===== config.mk =====
export PLATFORM = sky130hd
export DESIGN_NAME = apb_master_nslv
export DESIGN_NICKNAME = d
export VERILOG_FILES = /design/src/rtl/apb_master_nslv.sv
export SDC_FILE = /design/constraint.sdc
export NUM_CORES = 1
export LEC_CHECK = 0
export ABC_AREA = 0
export CAP_MARGIN = 20
export CORE_MARGIN = 2
export CORE_UTILIZATION = 44
export DETAILED_ROUTE_END_ITERATION = 8
export PLACE_DENSITY = 0.82
export SYNTH_ARGS = -nofsm -noshare
export SYNTH_HDL_FRONTEND = slang
export SYNTH_SLANG_ARGS = --single-unit

===== constraint.sdc =====
create_clock -name PCLK -period 2.8 [get_ports PCLK]
set_input_delay 0.56 -clock PCLK [delete_from_list [all_inputs] [get_ports PCLK]]
set_output_delay 0.56 -clock PCLK [all_outputs]
set_load 0.01 [all_outputs]

===== src/rtl/apb_master_nslv.sv =====
// APB3 master bridge: valid/ready command port in, one-cycle response pulse out,
// driving NUM_SLV APB slaves selected by the top SEL_W address bits.
// Adds wait-state support, slave error capture, decode errors and an access timeout.
module apb_master_nslv #(
    parameter int unsigned ADDR_W      = 9,
    parameter int unsigned DATA_W      = 8,
    parameter int unsigned NUM_SLV     = 2,
    parameter int unsigned TIMEOUT_CYC = 16
) (
    input  logic                        PCLK,
    input  logic                        RST_N,
    input  logic                        CMD_VALID,
    output logic                        CMD_READY,
    input  logic                        CMD_WRITE,
    input  logic [ADDR_W-1:0]           CMD_ADDR,
    input  logic [DATA_W-1:0]           CMD_WDATA,
    output logic                        RSP_VALID,
    output logic [DATA_W-1:0]           RSP_RDATA,
    output logic [1:0]                  RSP_CODE,
    output logic [ADDR_W-1:0]           PADDR,
    output logic                        PWRITE,
    output logic [DATA_W-1:0]           PWDATA,
    output logic [NUM_SLV-1:0]          PSEL,
    output logic                        PENABLE,
    input  logic [NUM_SLV*DATA_W-1:0]   PRDATA,
    input  logic [NUM_SLV-1:0]          PREADY,
    input  logic [NUM_SLV-1:0]          PSLVERR
);

    localparam int unsigned SEL_W = $clog2(NUM_SLV);
    // Counter only needs to reach TIMEOUT_CYC-1; keep at least one bit when disabled.
    localparam int unsigned CNT_W = (TIMEOUT_CYC > 2) ? $clog2(TIMEOUT_CYC) : 1;

    localparam logic [1:0] RSP_OKAY    = 2'b00;
    localparam logic [1:0] RSP_SLVERR  = 2'b01;
    localparam logic [1:0] RSP_DECERR  = 2'b10;
    localparam logic [1:0] RSP_TIMEOUT = 2'b11;

    typedef enum logic [1:0] {
        ST_IDLE   = 2'b00,
        ST_SETUP  = 2'b01,
        ST_ACCESS = 2'b10
    } state_t;

    // One-hot slave select for a given slave index.
    function automatic logic [NUM_SLV-1:0] sel_onehot(input logic [SEL_W-1:0] idx);
        logic [NUM_SLV-1:0] oh;
        oh = '0;
        for (int i = 0; i < int'(NUM_SLV); i++) begin
            oh[i] = (idx == SEL_W'(i));
        end
        return oh;
    endfunction

    state_t              state_q,     state_d;
    logic [SEL_W-1:0]    idx_q,       idx_d;
    logic [ADDR_W-1:0]   paddr_q,     paddr_d;
    logic                pwrite_q,    pwrite_d;
    logic [DATA_W-1:0]   pwdata_q,    pwdata_d;
    logic [NUM_SLV-1:0]  psel_q,      psel_d;
    logic                penable_q,   penable_d;
    logic                cmd_ready_q, cmd_ready_d;
    logic [CNT_W-1:0]    cnt_q,       cnt_d;
    logic                rsp_valid_q, rsp_valid_d;
    logic [DATA_W-1:0]   rsp_rdata_q, rsp_rdata_d;
    logic [1:0]          rsp_code_q,  rsp_code_d;

    logic [SEL_W-1:0]    cmd_idx_s;
    logic                idx_valid_s;
    logic                pready_sel_s;
    logic                pslverr_sel_s;
    logic [DATA_W-1:0]   prdata_sel_s;
    logic                timeout_hit_s;

    assign cmd_idx_s     = CMD_ADDR[ADDR_W-1 -: SEL_W];
    assign idx_valid_s   = (32'(cmd_idx_s) < NUM_SLV);
    // A disabled timeout never matches because TIMEOUT_CYC-1 wraps past the counter range.
    assign timeout_hit_s = (TIMEOUT_CYC != 32'd0) && (32'(cnt_q) == (TIMEOUT_CYC - 32'd1));

    // Pick out only the addressed slave's ready, error and read data.
    always_comb begin
        pready_sel_s  = 1'b0;
        pslverr_sel_s = 1'b0;
        prdata_sel_s  = '0;
        for (int i = 0; i < int'(NUM_SLV); i++) begin
            pready_sel_s  = pready_sel_s  | (PREADY[i]  & (idx_q == SEL_W'(i)));
            pslverr_sel_s = pslverr_sel_s | (PSLVERR[i] & (idx_q == SEL_W'(i)));
            prdata_sel_s  = prdata_sel_s  |
                            (PRDATA[i*DATA_W +: DATA_W] & {DATA_W{idx_q == SEL_W'(i)}});
        end
    end

    // Next-state and next-output logic for the IDLE/SETUP/ACCESS sequencer.
    always_comb begin
        state_d     = state_q;
        idx_d       = idx_q;
        paddr_d     = paddr_q;
        pwrite_d    = pwrite_q;
        pwdata_d    = pwdata_q;
        psel_d      = psel_q;
        penable_d   = penable_q;
        cmd_ready_d = cmd_ready_q;
        cnt_d       = cnt_q;
        rsp_valid_d = 1'b0;
        rsp_rdata_d = rsp_rdata_q;
        rsp_code_d  = rsp_code_q;

        case (state_q)
            ST_IDLE: begin
                psel_d      = '0;
                penable_d   = 1'b0;
                cmd_ready_d = 1'b1;
                if (CMD_VALID && cmd_ready_q) begin
                    idx_d    = cmd_idx_s;
                    paddr_d  = CMD_ADDR;
                    pwrite_d = CMD_WRITE;
                    pwdata_d = CMD_WDATA;
                    if (idx_valid_s) begin
                        state_d     = ST_SETUP;
                        psel_d      = sel_onehot(cmd_idx_s);
                        cmd_ready_d = 1'b0;
                        cnt_d       = '0;
                    end else begin
                        // No slave at this index: answer locally without touching the bus.
                        state_d     = ST_IDLE;
                        rsp_valid_d = 1'b1;
                        rsp_code_d  = RSP_DECERR;
                        rsp_rdata_d = '0;
                    end
                end else begin
                    state_d = ST_IDLE;
                end
            end
            ST_SETUP: begin
                state_d   = ST_ACCESS;
                penable_d = 1'b1;
                cnt_d     = '0;
            end
            ST_ACCESS: begin
                if (pready_sel_s) begin
                    state_d     = ST_IDLE;
                    psel_d      = '0;
                    penable_d   = 1'b0;
                    cmd_ready_d = 1'b1;
                    rsp_valid_d = 1'b1;
                    rsp_code_d  = pslverr_sel_s ? RSP_SLVERR : RSP_OKAY;
                    rsp_rdata_d = (!pwrite_q && !pslverr_sel_s) ? prdata_sel_s : '0;
                end else if (timeout_hit_s) begin
                    state_d     = ST_IDLE;
                    psel_d      = '0;
                    penable_d   = 1'b0;
                    cmd_ready_d = 1'b1;
                    rsp_valid_d = 1'b1;
                    rsp_code_d  = RSP_TIMEOUT;
                    rsp_rdata_d = '0;
                end else begin
                    cnt_d = cnt_q + CNT_W'(1);
                end
            end
            default: begin
                state_d     = ST_IDLE;
                psel_d      = '0;
                penable_d   = 1'b0;
                cmd_ready_d = 1'b1;
            end
        endcase
    end

    // State and output registers; reset drops the bus immediately and loses any transfer.
    always_ff @(posedge PCLK or negedge RST_N) begin
        if (!RST_N) begin
            state_q     <= ST_IDLE;
            idx_q       <= '0;
            paddr_q     <= '0;
            pwrite_q    <= 1'b0;
            pwdata_q    <= '0;
            psel_q      <= '0;
            penable_q   <= 1'b0;
            cmd_ready_q <= 1'b1;
            cnt_q       <= '0;
            rsp_valid_q <= 1'b0;
            rsp_rdata_q <= '0;
            rsp_code_q  <= RSP_OKAY;
        end else begin
            state_q     <= state_d;
            idx_q       <= idx_d;
            paddr_q     <= paddr_d;
            pwrite_q    <= pwrite_d;
            pwdata_q    <= pwdata_d;
            psel_q      <= psel_d;
            penable_q   <= penable_d;
            cmd_ready_q <= cmd_ready_d;
            cnt_q       <= cnt_d;
            rsp_valid_q <= rsp_valid_d;
            rsp_rdata_q <= rsp_rdata_d;
            rsp_code_q  <= rsp_code_d;
        end
    end

    assign CMD_READY = cmd_ready_q;
    assign RSP_VALID = rsp_valid_q;
    assign RSP_RDATA = rsp_rdata_q;
    assign RSP_CODE  = rsp_code_q;
    assign PADDR     = paddr_q;
    assign PWRITE    = pwrite_q;
    assign PWDATA    = pwdata_q;
    assign PSEL      = psel_q;
    assign PENABLE   = penable_q;

endmodule


Word-level counts from Yosys, hierarchy flattened
Index checks and enable logic that the tools add are counted.
{ "op_classes": {"n_lt_le_gt_ge": 0, "addsub": 1, "eq_ne": 7, "mul": 0, "n_reduce_logical": 11, "div": 0, "n_shift": 0, "muxes": 26, "bitwise": 12} }
{ "ops": {"columns": ["op", "count"], "rows": [
  ["$mux W8", 3],
  ["$and A8 B8 Y8", 2],
  ["$mux W4", 3],
  ["$pmux W2 S3", 2],
  ["$pmux W4 S3", 1],
  ["$mux W1", 10],
  ["$mux W2", 5],
  ["$or A8 B8 Y8", 1],
  ["$ne A2 B2 Y1 const B", 3],
  ["$reduce_and A2 Y1", 3],
  ["$add A4 B1 Y4 const B", 1],
  ["$and A1 B1 Y1", 4],
  ["$eq A4 B4 Y1 const B", 1],
  ["$reduce_and A4 Y1", 1],
  ["$ne A3 B3 Y1 const B", 1],
  ["$not A1 Y1", 3],
  ["$pmux W1 S3", 1],
  ["$reduce_bool A3 Y1", 1],
  ["$eq A2 B1 Y1 const B", 1],
  ["$eq A2 B2 Y1 const B", 1],
  ["$logic_and A1 B1 Y1", 2],
  ["$logic_not A1 Y1", 2],
  ["$logic_not A2 Y1", 1],
  ["$or A1 B1 Y1", 2],
  ["2 further kinds", 2]
]} }
{ "totals": {"romBits": 0, "ff_bits": 40, "out_inout_bits": 33, "latchBits": 0, "inputBits": 41, "ram_bits": 0, "word_cells": 69, "mem_count": 0} }

Longest topological paths before layout
{ "logic_depth": {"word_depth": 7, "ltp_mapped": 7, "depth_no_buf": 7} }

Worst setup path before layout
OpenSTA, ideal clock, no wires.
{ "synth_path": {"path_type": "input-to-reg", "start": "input PREADY[1]", "end": "register cnt_q[3]", "n_path_buf": 0, "required_time_ps": 2705, "cell_stages": 6, "setup_ps": 95, "arrival_ps": 1610, "setup_slack_ps": 1095, "cell_sequence": "mux2i_2 -> nand2_2 -> nand2_4 -> inv_4 -> or3_4 -> o31ai_1"} }
{ "synth_via": {"elab_chain_len": 4} }
{ "synth_rtl": {"columns": ["item", "line", "source"], "rows": [
  ["from (decl)", "26", "input logic [NUM_SLV-1:0] PREADY,"],
  ["$and A1 B1 Y1", "86", "pready_sel_s = pready_sel_s | (PREADY[i] & (idx_q == SEL_W'(i)));"],
  ["$or A1 B1 Y1", "86", null],
  ["$ne A2 B2 Y1 (no source line)", null, null],
  ["$reduce_and A4 Y1 (no source line)", null, null],
  ["to (signal assigned)", "193", "cnt_q <= cnt_d;"],
  ["to (decl)", "63", "logic [CNT_W-1:0] cnt_q, cnt_d;"]
]} }
No other way between the ends.
A chain may end at the register's enable or synchronous reset.

==> metrics.md <==
| Metric | Value |
|---|---|
| Rel. slew slack | `46.9%` |
| Placer Congestion | `0.790` |
| Most frequent cells in the layout | `clkdlybuf4s50_1 (72), nand2_1 (54), dfrtp_1 (37)` |
| DRT antenna net count | `0` |
| Status | `finished, final reports clean` |
| Final setup TNS | `0 ns` |
| Fin util | `69.4%` |
| Die Y | `65.6 um` |
| Int Pwr | `1.58 mW` |
| Via count | `1382` |
| FF/Latch Area | `952 sq um` |
| Area of the multi-input gates | `667 sq um` |
| Clock group share of total power | `15.4%` |
| FFs w/ async S/R, synth | `100%` |
| Pwr dens | `962 mW/mm^2` |
| Width of the die | `65.6 um` |
| Area grow syn2layout | `52.3%` |
| RSZ-0062 raised after global routing | `no` |
| Clk sinks | `38` |
| WL/cell | `12.5 um` |
| Largest net degree at the start of global routing | `39` |
| Final Worst Setup Slack | `0.593 ns` |
| Worst r2r path cells | `6` |
| Fin. max-slew vios | `0` |
| Number of antenna violations at the first check in global routing | `0` |
| GR Overflow Total | `0` |
| Final setup viols | `0` |
| Worst VDD drop | `0.548 mV` |
| Worst-Margin Slew | `0.797 ns` |
| Post-synthesis cell area | `0.00167 sq mm` |
| CTS root buf | `clkbuf_8` |
| Seq/Total Area, Yosys | `57.1%` |
| Min cycle time layout | `2.21 ns` |
| Initial core utilization | `45.6%` |
| #FFs+latches synth | `38` |
| Synth warn | `0` |
| Die ar. | `0.00430 sq mm` |
| Crit Path Category | `register to output port` |
| Clk_skew | `0.00450 ns` |
| H-tree depth | `2` |
| GRT Resource Usage Total | `19.4%` |
| Sequential share of power | `37.2%` |
| Post_cts resized | `0` |
| Site Rows | `22` |
| Combinational power share | `47.4%` |
| Fill cells | `291` |
| Layout cells sized above 1 | `8.37%` |
| Worst path arrival time | `1.65 ns` |
| Tcrit/Tclk final | `78.8%` |
| CTS Buf Count | `5` |
| Mapped Nets | `207` |
| P_leak | `1.18 nW` |
| Commonest non-fill, non-tap cell in the layout | `clkdlybuf4s50_1` |
| Reg clk slew, reported paths | `0.07 ns` |
| Initial DRC count | `60` |
| Met2 routed WL | `1610 um` |
| Ant. Diodes | `0` |
| Remaining DRCs | `0` |
| Pre-CTS setup slack | `0.497 ns` |
| Sw Share | `35.2%` |
| IO Pins | `74` |
| Avg Cell Area, Syn | `10.4 sq um` |
| Placed wire-length estimate | `2750 um` |
| CTS tree | `done` |
| IO buf count | `73` |
| Layout Nets | `284` |
| Post-CTS Setup Bufs | `0` |
| Post-Syn Instances | `161` |
| Metal1 wirelength | `1610 um` |
| Crit Path Max Fanout | `8` |
| Uppermost routed layer | `met4` |
| CP startpoint kind | `register` |
| Met3 wire length | `339 um` |
| First-pass GRT wire length | `6350 um` |
| Cts hold-fix bufs | `0` |
| Final Hold Viols | `0` |
| Highest achievable clock rate | `0.453 GHz` |
| Core ar. | `0.00366 sq mm` |
| P_sw | `0.859 mW` |
| Number of global-route vias before repair | `1400` |
| Post-synth EDFFs | `0` |
| Max-cap violations | `0` |
| Clk_lat worst skew | `0.28 ns` |
| Clk buf depth | `2` |
| Yosys cell types | `31` |
| Worst Hold Class | `input pin to async pin` |
| 1st-pass router iterations | `4` |
| Most common flop cell mapped by yosys | `dfrtp_1` |
| Setup crit end kind | `output port` |
| CP required | `2.24 ns` |
| Post-Route WL | `3590 um` |
| Via density | `4.82` |
critical path, stage by stage, from the launching register on:
cell and delay [ns]:
dfrtp_1 0.58, buf_4 0.24, clkdlybuf4s50_1 0.54
area by class of cell:
| type | instances | area share, % |
|---|---|---|
| clock buffer | 7 | 3.40 |
| sequential | 38 | 37.5 |
| tap | 48 | 2.36 |
| inverter | 5 | 0.837 |
| clock inverter | 1 | 0.197 |
| multi-input combinational | 112 | 26.3 |
| timing repair buffer | 76 | 29.5 |
final timing paths:
| path | startpoint | to | slack (ns) |
|---|---|---|---|
| worst max-delay path | idx_q | PADDR[8] | 0.59 |
| min in group PCLK | PADDR[1] | PADDR[1] | 0.47 |
| worst max register to register | idx_q | cnt_q[3] | 0.83 |
| worst min register to register | PADDR[1] | PADDR[1] | 0.47 |
| worst min-delay path | RST_N | PADDR[5] | 0.36 |
| max in group asynchronous | RST_N | PWDATA[3] | 1.94 |
Yosys cell counts (3+ instances only):
library cell | instances | area, sq um
nand2_1 | 54 | 203
dfrtp_1 | 37 | 926
mux2i_1 | 8 | 80.1
o2bb2ai_1 | 8 | 70.1
ha_1 | 5 | 62.6
o21ai_0 | 5 | 25.0
clkbuf_1 | 4 | 15.0
inv_1 | 4 | 15.0
nand3_1 | 4 | 20.0
o31ai_1 | 4 | 30.0
mux2_2 | 3 | 33.8
nor2_1 | 3 | 11.3
metrics by stage:
step	power (mW)	area, sq um	hold WS (ns)	instances
after global routing	2.65	2540	0.422	287
after CTS	2.47	2540	0.381	287
final	2.44	2540	0.356	287
after global placement	2.06	2450	0.456	279
after floorplan	1.50	1670	0.264	161
after detailed placement	2.09	2450	0.462	279
kinds of logic after synthesis:
kind of cell             share of synthesized area (%)
AND/OR/NAND/NOR                                   18.6
flip-flops                                        57.1
AO/OA/AOI/OAI                                     9.98
multiplexers                                      7.65
buffers and inverters                             2.93
adder cells (fa/ha/maj)                           3.75
power groups by stage:
stage	Sequential (mW)	Clock (mW)	Combinational, mW
after floorplan	0.980	0	0.517
after detailed placement	0.921	0	1.17
after CTS	0.911	0.385	1.18
after global routing	0.938	0.414	1.30
after global placement	0.910	0	1.15
final	0.908	0.377	1.16
routing by layer:
metal	up-vias	global-route usage [%]
met1	640	24.9
met5	-	0
met2	51	29.8
met4	0	5.73
li1	686	-
met3	5	8.39
flip-flops by register name, summed over array words and instances, names as in the netlist, 2 cells and up:
signal,flops
PWDATA,8
PSEL,2
state_q,2
PADDR,8
cnt_q,4
RSP_CODE,2
RSP_RDATA,8
Note: power is estimated with default switching activity, not from simulation.
